==> src/rtl/instr_sequencer.sv <==
// instr_sequencer: buffers incoming instructions in a small FIFO and steps
// each one through the four control phases (decode, load regA, load regR,
// writeback) for control_unit. The datapath idles when nothing is queued.
module instr_sequencer #(
    parameter int unsigned INSTR_W   = 16,
    parameter int unsigned BUF_DEPTH = 2,
    parameter int unsigned CNT_W     = 16
) (
    input  logic               clock,
    input  logic               reset,
    input  logic [INSTR_W-1:0] instr_in,
    input  logic               instr_valid,
    output logic               instr_ready,
    input  logic               stall,
    input  logic               clear,
    output logic [INSTR_W-1:0] instr_out,
    output logic [1:0]         counter,
    output logic               busy,
    output logic               done,
    output logic [CNT_W-1:0]   retired_count
);

    localparam int unsigned PTR_W = (BUF_DEPTH > 1) ? $clog2(BUF_DEPTH) : 1;
    localparam int unsigned OCC_W = $clog2(BUF_DEPTH + 1);
    localparam logic [PTR_W-1:0] PTR_LAST = PTR_W'(BUF_DEPTH - 1);
    localparam logic [OCC_W-1:0] OCC_FULL = OCC_W'(BUF_DEPTH);

    typedef enum logic {
        S_IDLE,
        S_RUN
    } state_t;

    // FIFO storage and pointers
    logic [INSTR_W-1:0] mem_q [BUF_DEPTH];
    logic [PTR_W-1:0]   rd_ptr_q, rd_ptr_d;
    logic [PTR_W-1:0]   wr_ptr_q, wr_ptr_d;
    logic [OCC_W-1:0]   occ_q, occ_d;
    logic               fifo_empty;
    logic               push;
    logic               pop;
    logic [INSTR_W-1:0] fifo_head;

    // Sequencer state and registered outputs
    state_t             state_q;
    logic [INSTR_W-1:0] instr_out_q;
    logic [1:0]         counter_q;
    logic               busy_q;
    logic               done_q;
    logic [CNT_W-1:0]   retired_q;

    // Ready comes from registered occupancy only, so a full FIFO refuses a
    // push even when a pop happens on the same edge. Held low during reset.
    assign instr_ready = (occ_q != OCC_FULL) && !reset;
    assign push        = instr_valid && instr_ready;
    assign fifo_empty  = (occ_q == '0);
    assign fifo_head   = mem_q[rd_ptr_q];

    assign instr_out     = instr_out_q;
    assign counter       = counter_q;
    assign busy          = busy_q;
    assign done          = done_q;
    assign retired_count = retired_q;

    // Pop decision: start from IDLE, or chain on writeback without a bubble
    always_comb begin
        pop = 1'b0;
        if (!clear && !fifo_empty) begin
            if (state_q == S_IDLE) begin
                pop = 1'b1;
            end else if (!stall && counter_q == 2'd3) begin
                pop = 1'b1;
            end
        end
    end

    // FIFO pointer and occupancy next-state
    always_comb begin
        rd_ptr_d = rd_ptr_q;
        wr_ptr_d = wr_ptr_q;
        occ_d    = occ_q;
        if (push) begin
            wr_ptr_d = (wr_ptr_q == PTR_LAST) ? '0 : wr_ptr_q + PTR_W'(1);
        end
        if (pop) begin
            rd_ptr_d = (rd_ptr_q == PTR_LAST) ? '0 : rd_ptr_q + PTR_W'(1);
        end
        case ({push, pop})
            2'b10:   occ_d = occ_q + OCC_W'(1);
            2'b01:   occ_d = occ_q - OCC_W'(1);
            default: occ_d = occ_q;
        endcase
    end

    // FIFO control registers; reset drops all buffered entries
    always_ff @(posedge clock or posedge reset) begin
        if (reset) begin
            rd_ptr_q <= '0;
            wr_ptr_q <= '0;
            occ_q    <= '0;
        end else begin
            rd_ptr_q <= rd_ptr_d;
            wr_ptr_q <= wr_ptr_d;
            occ_q    <= occ_d;
        end
    end

    // FIFO data write; no bypass, entries become poppable after this edge
    always_ff @(posedge clock) begin
        if (push) begin
            mem_q[wr_ptr_q] <= instr_in;
        end
    end

    // Phase sequencer: clear beats stall, stall beats phase advance
    always_ff @(posedge clock or posedge reset) begin
        if (reset) begin
            state_q     <= S_IDLE;
            instr_out_q <= '0;
            counter_q   <= '0;
            busy_q      <= 1'b0;
            done_q      <= 1'b0;
            retired_q   <= '0;
        end else begin
            done_q <= 1'b0;
            if (clear) begin
                if (state_q == S_RUN) begin
                    state_q   <= S_IDLE;
                    busy_q    <= 1'b0;
                    counter_q <= '0;
                end
            end else begin
                case (state_q)
                    S_IDLE: begin
                        if (pop) begin
                            instr_out_q <= fifo_head;
                            counter_q   <= '0;
                            busy_q      <= 1'b1;
                            state_q     <= S_RUN;
                        end
                    end
                    S_RUN: begin
                        if (!stall) begin
                            if (counter_q != 2'd3) begin
                                counter_q <= counter_q + 2'd1;
                            end else begin
                                done_q    <= 1'b1;
                                retired_q <= retired_q + CNT_W'(1);
                                counter_q <= '0;
                                if (pop) begin
                                    instr_out_q <= fifo_head;
                                end else begin
                                    busy_q  <= 1'b0;
                                    state_q <= S_IDLE;
                                end
                            end
                        end
                    end
                    default: state_q <= S_IDLE;
                endcase
            end
        end
    end

endmodule

==> config.mk <==
export PLATFORM = sky130hd
export DESIGN_NAME = instr_sequencer
export DESIGN_NICKNAME = d
export VERILOG_FILES = /design/src/rtl/instr_sequencer.sv
export SDC_FILE = /design/constraint.sdc
export NUM_CORES = 1
export LEC_CHECK = 0
export CAP_MARGIN = 5
export CORE_MARGIN = 2
export CORE_UTILIZATION = 39
export DETAILED_ROUTE_END_ITERATION = 10
export PLACE_DENSITY = 0.77
export SYNTH_ARGS = -nofsm -noshare
export SYNTH_HDL_FRONTEND = slang
export SYNTH_SLANG_ARGS = --single-unit
export TNS_END_PERCENT = 1
==> constraint.sdc <==
create_clock -name clock -period 2.1 [get_ports clock]
set_input_delay 0.21 -clock clock [delete_from_list [all_inputs] [get_ports clock]]
set_output_delay 0.21 -clock clock [all_outputs]
set_load 0.05 [all_outputs]
==> metrics.md, run 1 <==
| Metric | Value |
|---|---|
| Run status | `finished, final reports clean` |
| Required time worst endpoint | `1.89 ns` |
| Clock H-tree levels | `3` |
| Die height | `90.1 um` |
| Peak VDD IR | `0.000679 V` |
| Fraction of registers with async set/reset | `56.2%` |
| Routability congestion estimate | `0.792` |
| Final critical-path required period | `1.88 ns` |
| Reg clk slew, reported paths | `0.08 ns` |
| Wire length after detailed routing | `5140 um` |
| Seq/Total Area, Yosys | `68.7%` |
| Crit path kind | `reg2out` |
| Synth Warn # | `0` |
| Final HPWL DP | `3490 um` |
| Layout area overhead | `33.2%` |
| CTS tree | `yes` |
| Worst Hold Class | `in2async` |
| Num ports | `58` |
| Hold_buf cts | `0` |
| Pre-CTS setup slack | `0.236 ns` |
| Mapped cell area | `0.00289 mm^2` |
| Worst path bufs/invs | `1` |
| Post-synth net total | `231` |
| Clock power frac | `24.6%` |
| Routed len/inst | `13.5 um` |
| Crit-path cells | `clkdlybuf4s50_1` |
| Post-CTS resize count | `0` |
| Maximum clock frequency | `531 MHz` |
| Iteration-0 DRC Markers | `42` |
| Clock Latency Late Sink | `0.34 ns` |
| Synthesized area per cell | `13.9 um^2` |
| Pleak | `1.55 nW` |
| Sw power | `0.00184 W` |
| # nets final | `300` |
| CP Capture Type | `output port` |
| Most frequent cells in the layout | `clkdlybuf4s50_1 (56), dfrtp_1 (41), edfxtp_1 (32)` |
| Endpoints failing hold | `0` |
| Largest net degree at the start of global routing | `42` |
| Initial Util | `40.1%` |
| Vias per Instance | `4.67` |
| Worst EP arrival | `1.67 ns` |
| Most used DFF post-synth | `dfrtp_1` |
| Drt drc | `0` |
| Levels on crit path | `1` |
| Port Buffers | `57` |
| Final Cycle Share | `89.7%` |
| Worst setup margin | `0.217 ns` |
| Core Util, Final | `53.5%` |
| Synth cell types | `32` |
| #FFs+latches synth | `73` |
| Die X-Extent | `90.1 um` |
| TritonRoute pass-1 iters | `4` |
| CP max FO | `5` |
| EDFF count, synth | `32` |
| Most common cell after layout, fill and taps aside | `clkdlybuf4s50_1` |
| Slew @ Worst Pin | `0.564 ns` |
| Internal power | `0.00313 W` |
| Die area | `0.00813 mm^2` |
| Total number of vias | `1779` |
| Antenna diodes | `0` |
| Num CTS Buffers | `9` |
| Final setup vio count | `0` |
| CP max stage delay | `0.86 ns` |
| Cell Count, Final, Fillers Out | `381` |
| Initial antenna violation count | `0` |
| Longest Clk Path Bufs | `2` |
| Antenna viol nets, final | `0` |
| Max cap viols | `0` |
| Placed cell count | `365` |
| Total GRT Usage | `13.9%` |
| FP Rows | `31` |
| Layout Skew | `0.00613 ns` |
| CP max-delay cell | `clkdlybuf4s50_1` |
| Core box area | `0.00721 mm^2` |
| Cells after Synth | `208` |
| Global-route wire length before repair | `8870 um` |
| Fill cells | `627` |
| RSZ-0062 raised after global routing | `no` |
| Path depth of the worst reg2reg path | `6` |
| Multi-input gate area | `858 um^2` |
| Gr ovfl total | `0` |
| Switch share | `37.0%` |
| Crit path launch type | `register` |
| Final setup TNS | `0 ns` |
| Vias in the first global route | `1871` |
| Share of power burned in registers | `40.7%` |
| Sequential Area | `0.00199 mm^2` |
| Combinational Power Share | `34.7%` |
| CTS sink count | `73` |
| Slew Viols, Final | `0` |
| PD cells | `1290 mW/mm^2` |
| Register-to-Register Setup Slack | `0.43 ns` |
| Layout cell share with drive strength beyond 1 | `11.3%` |
| Postcts setup bufs | `0` |
| Root Buffer | `clkbuf_8` |
| Slew HR | `62.4%` |
| Top Family by Delay on Critical Path | `buffers and inverters` |
## power groups by stage
stage / logic [W] / registers, W / clock network [W]
2_1_floorplan: 0.000632 / 0.00256 / 0
3_3_place_gp: 0.00171 / 0.00204 / 0
3_5_place_dp: 0.00173 / 0.00205 / 0
4_1_cts: 0.00175 / 0.00202 / 0.00125
5_1_grt: 0.00185 / 0.00206 / 0.00132
6_report: 0.00172 / 0.00202 / 0.00122
## state kept, by name, summed over array words and instances (netlist names)
| register | count |
|---|---|
| busy | 1 |
| counter | 2 |
| instr_out | 16 |
| wr_ptr_q | 1 |
| done | 1 |
| occ_q | 2 |
| state_q | 1 |
| rd_ptr_q | 1 |
| mem_q | 32 |
| retired_count | 16 |
## cell families after synthesis
kind of cell | after synthesis | share of synthesized area [%]
flops | 73 | 68.7
buf+inv | 10 | 1.86
mux | 17 | 5.88
simple gates | 60 | 11.3
compound gates | 27 | 5.71
xor+xnor | 19 | 5.75
fa+ha+maj | 2 | 0.865
## worst paths after layout
path,start,end
max reg2reg,counter[0],retired_count[15]
min in group clock,instr_in[12],mem_q[1][12]
max,retired_count[3],retired_count[3]
max in group asynchronous,reset,retired_count[9]
min,reset,instr_out[13]
min reg2reg,retired_count[15],retired_count[15]
## stage by stage
step	power, W	hold slack [ns]	area [um^2]
finish	0.00496	0.379	3860
global route	0.00523	0.419	3860
CTS	0.00502	0.390	3860
detailed placement	0.00378	0.466	3630
global placement	0.00375	0.461	3630
floorplan	0.00319	0.273	2900
## final cells by class
| cell class | count | share of cell area, % |
|---|---|---|
| multi-input cells | 125 | 22.3 |
| clock inverters | 7 | 2.63 |
| well taps | 99 | 3.21 |
| clock buffers | 9 | 3.21 |
| flip-flops and latches | 73 | 51.5 |
| inverters | 4 | 0.422 |
| repair buffers | 64 | 16.7 |
## synthesized netlist by cell type, types with 2 or more instances
library cell / count / share of area [%]
inv_1: 3 / 0.39
nand3_1: 4 / 0.69
mux2i_1: 17 / 5.9
a21oi_1: 19 / 3.3
dfrtp_1: 41 / 35
nand2b_1: 2 / 0.43
edfxtp_1: 32 / 33
buf_4: 3 / 0.78
o2bb2ai_1: 2 / 0.61
and4_1: 2 / 0.61
xnor2_1: 11 / 3.3
nand4_1: 2 / 0.43
buf_2: 3 / 0.52
xor2_1: 8 / 2.4
ha_1: 2 / 0.86
nor3_1: 2 / 0.35
o21ai_0: 2 / 0.35
nor2_1: 27 / 3.5
nand2_1: 11 / 1.4
and3_1: 2 / 0.43
nor2b_1: 2 / 0.43
## metal layers
layer,global-route usage [%],vias to the layer above,share of wire [%]
met5,0,-,0
met1,16.8,844,44
li1,-,884,-
met2,23.4,44,51
met3,3.52,7,3.8
met4,6.54,0,1.4
(Power assumes the default switching activity.)
==> inputs of run 2 (changes only) <==
--- a/config.mk
+++ b/config.mk
@@ -10,6 +10,8 @@
 export CORE_UTILIZATION = 39
 export DETAILED_ROUTE_END_ITERATION = 10
 export PLACE_DENSITY = 0.77
+export REMOVE_ABC_BUFFERS = 1
+export SETUP_SLACK_MARGIN = 0.3
 export SYNTH_ARGS = -nofsm -noshare
 export SYNTH_HDL_FRONTEND = slang
 export SYNTH_SLANG_ARGS = --single-unit
==> metrics.md, run 2 (synthesis results as in run 1) <==
| Metric | Value |
|---|---|
| Max reg flops | `32 (unchanged)` |
| CTS tree | `yes` |
| RSZ-0062 raised after global routing | `yes` |
| Most frequent cells in the layout | `clkdlybuf4s50_1 (54), dfrtp_1 (41), edfxtp_1 (32)` |
| Worst path bufs/invs | `1 (unchanged)` |
| Die height | `90.1 um (unchanged)` |
| Antenna viol nets, final | `0 (unchanged)` |
| Core Util, Final | `53.3% (-0.14 points)` |
| Peak VDD IR | `0.000575 V (-15%)` |
| R2r endpoint | `instr_out[7]` |
| Die X-Extent | `90.1 um (unchanged)` |
| Total GRT Usage | `13.0% (-0.90 points)` |
| Maximum clock frequency | `549 MHz (+3.4%)` |
| PD cells | `1270 mW/mm^2 (-1.1%)` |
| Pre-CTS setup slack | `0.274 ns (+0.0377 ns)` |
| Slew Viols, Final | `0 (unchanged)` |
| Global-route wire length before repair | `8380 um (-5.6%)` |
| Total number of vias | `1749 (-1.7%)` |
| Clock H-tree levels | `3 (unchanged)` |
| Slew @ Worst Pin | `0.540 ns (-0.0239 ns)` |
| Max cap viols | `0 (unchanged)` |
| TritonRoute pass-1 iters | `6 (+2)` |
| # nets final | `299 (-0.33%)` |
| Final Cycle Share | `86.7% (-3.0 points)` |
| Num ports | `58 (unchanged)` |
| Worst r2r src | `counter[0]` |
| CP max-delay cell | `clkdlybuf4s50_1` |
| FP Rows | `31 (unchanged)` |
| Endpoints failing hold | `0 (unchanged)` |
| Run status | `finished, final reports clean` |
| CP Capture Type | `output port` |
| Required time worst endpoint | `1.89 ns (about the same)` |
| Initial Util | `40.1% (unchanged)` |
| Postcts setup bufs | `0 (unchanged)` |
| Register-to-Register Setup Slack | `0.46 ns (+0.03 ns)` |
| Initial antenna violation count | `0 (unchanged)` |
| Port Buffers | `57 (unchanged)` |
| Vias in the first global route | `1816 (-2.9%)` |
| Antenna diodes | `0 (unchanged)` |
| Die area | `0.00813 mm^2 (unchanged)` |
| CTS sink count | `73 (unchanged)` |
| Hold_buf cts | `0 (unchanged)` |
| Pleak | `1.57 nW (+1.2%)` |
| Most common cell after layout, fill and taps aside | `clkdlybuf4s50_1` |
| Vias per Instance | `4.60 (-1.4%)` |
| Worst setup margin | `0.279 ns (+0.0627 ns)` |
| CP max FO | `6 (+1)` |
| Worst Hold Class | `in2async` |
| CP max stage delay | `0.84 ns (-0.02 ns)` |
| Largest net degree at the start of global routing | `42 (unchanged)` |
| Reg clk slew, reported paths | `0.08 ns (about the same)` |
| Routed len/inst | `13.0 um (-3.5%)` |
| Path depth of the worst reg2reg path | `6 (unchanged)` |
| Gr ovfl total | `0 (unchanged)` |
| Final HPWL DP | `3400 um (-2.6%)` |
| Final setup vio count | `0 (unchanged)` |
| Core box area | `0.00721 mm^2 (unchanged)` |
| Longest Clk Path Bufs | `2 (unchanged)` |
| Reg with most FFs | `mem_q` |
| Routability congestion estimate | `0.776 (-2.0%)` |
| Crit path launch type | `register` |
| Top Family by Delay on Critical Path | `buffers and inverters` |
| Iteration-0 DRC Markers | `80 (+90%)` |
| Num CTS Buffers | `9 (unchanged)` |
| Layout Skew | `0.0100 ns (+0.00389 ns)` |
| Clock Latency Late Sink | `0.33 ns (about the same)` |
| Wire length after detailed routing | `4940 um (-3.8%)` |
| Crit-path cells | `clkdlybuf4s50_1` |
| Final critical-path required period | `1.82 ns (-0.0627 ns)` |
| Layout cell share with drive strength beyond 1 | `10.3% (-1.0 points)` |
| Layout area overhead | `32.9%` |
| Drt drc | `0 (unchanged)` |
| Worst EP arrival | `1.61 ns (-0.06 ns)` |
| Slew HR | `63.9% (+1.5 points)` |
| Crit path kind | `reg2out` |
| Root Buffer | `clkbuf_8` |
-- run 2: stage by stage --
stage / cells / hold slack [ns] / cell area (um^2) / power, W / setup TNS, ns
floorplan: 202 / 0.273 / 2860 / 0.00314 / -2.56
global placement: 364 / 0.470 / 3620 / 0.00373 / 0
detailed placement: 364 / 0.465 / 3620 / 0.00376 / 0
CTS: 380 / 0.391 / 3840 / 0.00497 / 0
global route: 380 / 0.428 / 3850 / 0.00516 / 0
finish: 380 / 0.374 / 3850 / 0.00490 / 0
-- run 2: cell type report --
cell class                 count  area [um^2]
clock inverter                 4         76.3
inverter                       4         16.3
clock buffer                  12          145
tap                           99          124
sequential                    73         1990
fill                         646         3370
multi-input combinational    125          858
timing repair buffer          63          639
-- run 2: timing repair --
item / in CTS / in global routing
resized for setup: 1 / 1
setup endpoints to repair: 8 / 15
cloned: 0 / 0
pin swaps: 0 / 0
-- run 2: layer usage --
layer	up-vias	part of all wire (%)	GRT usage, %
met5	-	0	0
met4	0	2.2	5.77
met3	9	5.0	4.69
met2	35	50	20.7
met1	829	43	16.0
li1	876	-	-
-- run 2: worst max-delay path by stage --
stage                                start                 to  slack, ns  depth (start not counted)
after floorplan                 counter[0]           occ_q[0]      -0.15                          4
after global placement               stall  retired_count[15]       0.30                          6
after detailed placement             stall  retired_count[10]       0.27                          5
after CTS                 retired_count[7]   retired_count[7]       0.23                          1
after global routing      retired_count[8]   retired_count[8]       0.21                          1
final                     retired_count[8]   retired_count[8]       0.28                          1
-- run 2: power breakdown --
part           total, W  internal (W)  leakage (nW)  switching (W)
combinational   0.00171      0.000641         0.658        0.00107
clock           0.00119      0.000705         0.107       0.000487
sequential      0.00200       0.00179         0.804       0.000202
==> inputs of run 3 (changes only) <==
--- a/config.mk
+++ b/config.mk
@@ -6,10 +6,12 @@
 export NUM_CORES = 1
 export LEC_CHECK = 0
 export CAP_MARGIN = 5
+export CELL_PAD_IN_SITES_DETAIL_PLACEMENT = 1
+export CELL_PAD_IN_SITES_GLOBAL_PLACEMENT = 2
 export CORE_MARGIN = 2
-export CORE_UTILIZATION = 39
+export CORE_UTILIZATION = 31
 export DETAILED_ROUTE_END_ITERATION = 10
-export PLACE_DENSITY = 0.77
+export PLACE_DENSITY = 0.82
 export REMOVE_ABC_BUFFERS = 1
 export SETUP_SLACK_MARGIN = 0.3
 export SYNTH_ARGS = -nofsm -noshare
==> metrics.md, run 3 (synthesis results as in run 1) <==
| Metric | Value |
|---|---|
| Crit path kind | `reg2out` |
| CP max-delay cell | `clkdlybuf4s50_1` |
| Layout cell share with drive strength beyond 1 | `11.3% (+1.0 points)` |
| Final critical-path required period | `1.82 ns (+0.00208 ns)` |
| Path depth of the worst reg2reg path | `6 (unchanged)` |
| Worst r2r src | `counter[0]` |
| Reg clk slew, reported paths | `0.09 ns (about the same)` |
| Finished Cell Area | `0.00385 mm^2 (about the same)` |
| Initial antenna violation count | `0 (unchanged)` |
| Worst Hold Class | `in2async` |
| Hold_buf cts | `0 (unchanged)` |
| Clock H-tree levels | `3 (unchanged)` |
| Final Cycle Share | `86.8% (+0.099 points)` |
| Num ports | `58 (unchanged)` |
| Die height | `101 um (+12%)` |
| RSZ-0062 raised after global routing | `yes` |
| Crit-path cells | `clkdlybuf4s50_1` |
| Num CTS Buffers | `9 (unchanged)` |
| Layout Skew | `0.00972 ns (-0.000307 ns)` |
| CP max stage delay | `0.83 ns (about the same)` |
| Initial Util | `31.6% (-8.5 points)` |
| Vias per Instance | `4.66 (+1.2%)` |
| Final setup vio count | `0 (unchanged)` |
| # nets final | `300 (+0.33%)` |
| Wire length after detailed routing | `5800 um (+17%)` |
| Drt drc | `0 (unchanged)` |
| Largest net degree at the start of global routing | `35 (-17%)` |
| Global-route wire length before repair | `9750 um (+16%)` |
| Antenna viol nets, final | `0 (unchanged)` |
| Max reg flops | `32 (unchanged)` |
| Routed len/inst | `14.7 um (+13%)` |
| Layout area overhead | `33.0% (about the same)` |
| Placed Area | `0.00365 mm^2 (+0.62%)` |
| Most common cell after layout, fill and taps aside | `clkdlybuf4s50_1` |
| Core Util, Final | `42.1% (-11 points)` |
| Max cap viols | `0 (unchanged)` |
| Vias in the first global route | `1923 (+5.9%)` |
| PD cells | `1260 mW/mm^2 (-1.4%)` |
| CTS tree | `yes` |
| Core box area | `0.00915 mm^2 (+27%)` |
| FP Rows | `35 (+13%)` |
| CP max FO | `5 (-1)` |
| Worst path bufs/invs | `1 (unchanged)` |
| Antenna diodes | `0 (unchanged)` |
| Gr ovfl total | `0 (unchanged)` |
| Slew HR | `59.1% (-4.8 points)` |
| Run status | `finished, final reports clean` |
| Peak VDD IR | `0.000391 V (-32%)` |
| Die area | `0.0101 mm^2 (+25%)` |
| Final HPWL DP | `3990 um (+18%)` |
| Worst EP arrival | `1.61 ns (about the same)` |
| Endpoints failing hold | `0 (unchanged)` |
| Crit path launch type | `register` |
| Total GRT Usage | `12.8% (-0.23 points)` |
| Die X-Extent | `101 um (+12%)` |
| Port Buffers | `57 (unchanged)` |
| Longest Clk Path Bufs | `2 (unchanged)` |
| Slew @ Worst Pin | `0.614 ns (+0.0734 ns)` |
| Final setup TNS | `0 ns (unchanged)` |
| Maximum clock frequency | `549 MHz (-0.11%)` |
| Total number of vias | `1830 (+4.6%)` |
| CTS sink count | `73 (unchanged)` |
| Clock Latency Late Sink | `0.35 ns (+0.02 ns)` |
| Most frequent cells in the layout | `clkdlybuf4s50_1 (54), dfrtp_1 (41), edfxtp_1 (32)` |
| Routability congestion estimate | `0.777 (+0.14%)` |
| CP Capture Type | `output port` |
| TritonRoute pass-1 iters | `4 (-2)` |
| Required time worst endpoint | `1.89 ns (about the same)` |
| Iteration-0 DRC Markers | `59 (-26%)` |
| Top Family by Delay on Critical Path | `buffers and inverters` |
| R2r endpoint | `retired_count[15]` |
| Reg with most FFs | `mem_q` |
| Pleak | `1.57 nW (-0.11%)` |
| Root Buffer | `clkbuf_8` |
| Slew Viols, Final | `0 (unchanged)` |
| Register-to-Register Setup Slack | `0.41 ns (-0.05 ns)` |
-- run 3: cell types whose count changed in the layout (fill, tap and decap cells not counted) --
cell | before | now
inv_6 | 0 | 2
bufinv_16 | 2 | 1
clkinv_4 | 1 | 2
clkbuf_8 | 10 | 9
clkinv_2 | 1 | 2
clkbuf_1 | 2 | 0
buf_4 | 5 | 6
-- run 3: tightest hold or removal path: stages --
cell and delay (ns):
clkdlybuf4s50_1 0.45, inv_2 0.08, buf_4 0.27
-- run 3: per-layer routing --
metal / routed length, um / share of wire (%) / GRT usage [%]
met4: 70 / 1.2 / 4.53
met1: 2470 / 43 / 15.0
met3: 329 / 5.7 / 5.06
met5: 0 / 0 / 0
met2: 2930 / 51 / 21.3
-- run 3: cell type report --
| cell class | count | area, um^2 |
|---|---|---|
| Inverter | 4 | 16.3 |
| Timing Repair Buffer | 64 | 647 |
| Sequential cell | 73 | 1990 |
| Multi-Input combinational cell | 125 | 858 |
| Fill cell | 980 | 5300 |
| Tap cell | 111 | 139 |
| Clock buffer | 9 | 124 |
| Clock inverter | 7 | 77.6 |
-- run 3: worst max-delay path by stage --
stage          depth (start not counted)  slack [ns]                 to        startpoint
2_1_floorplan                          4       -0.15           occ_q[0]        counter[0]
3_3_place_gp                           6        0.30  retired_count[15]             stall
3_5_place_dp                           6        0.23  retired_count[15]             stall
4_1_cts                                1        0.21   retired_count[7]  retired_count[7]
5_1_grt                                1        0.20   retired_count[2]  retired_count[2]
6_report                               1        0.28   retired_count[4]  retired_count[4]
-- run 3: per-stage QoR --
stage                     power [W]  hold WS, ns  instances  worst slack [ns]
after global routing        0.00512        0.303        393             0.195
after global placement      0.00374        0.490        377             0.296
after CTS                   0.00492        0.278        393             0.206
after detailed placement    0.00379        0.485        377             0.231
final                       0.00483        0.274        393             0.277
after floorplan             0.00314        0.273        202            -0.151
-- run 3: power breakdown --
part	switching (W)	internal [W]	leakage (nW)
combinational	0.00107	0.000644	0.663
sequential	0.000223	0.00179	0.804
clock	0.000548	0.000558	0.100
-- run 3: repair_timing --
action,CTS,global route
hold endpoints to repair,0,0
setup buffers,0,0
setup endpoints to repair,16,24
pin swaps,0,0
gates resized for setup,1,1
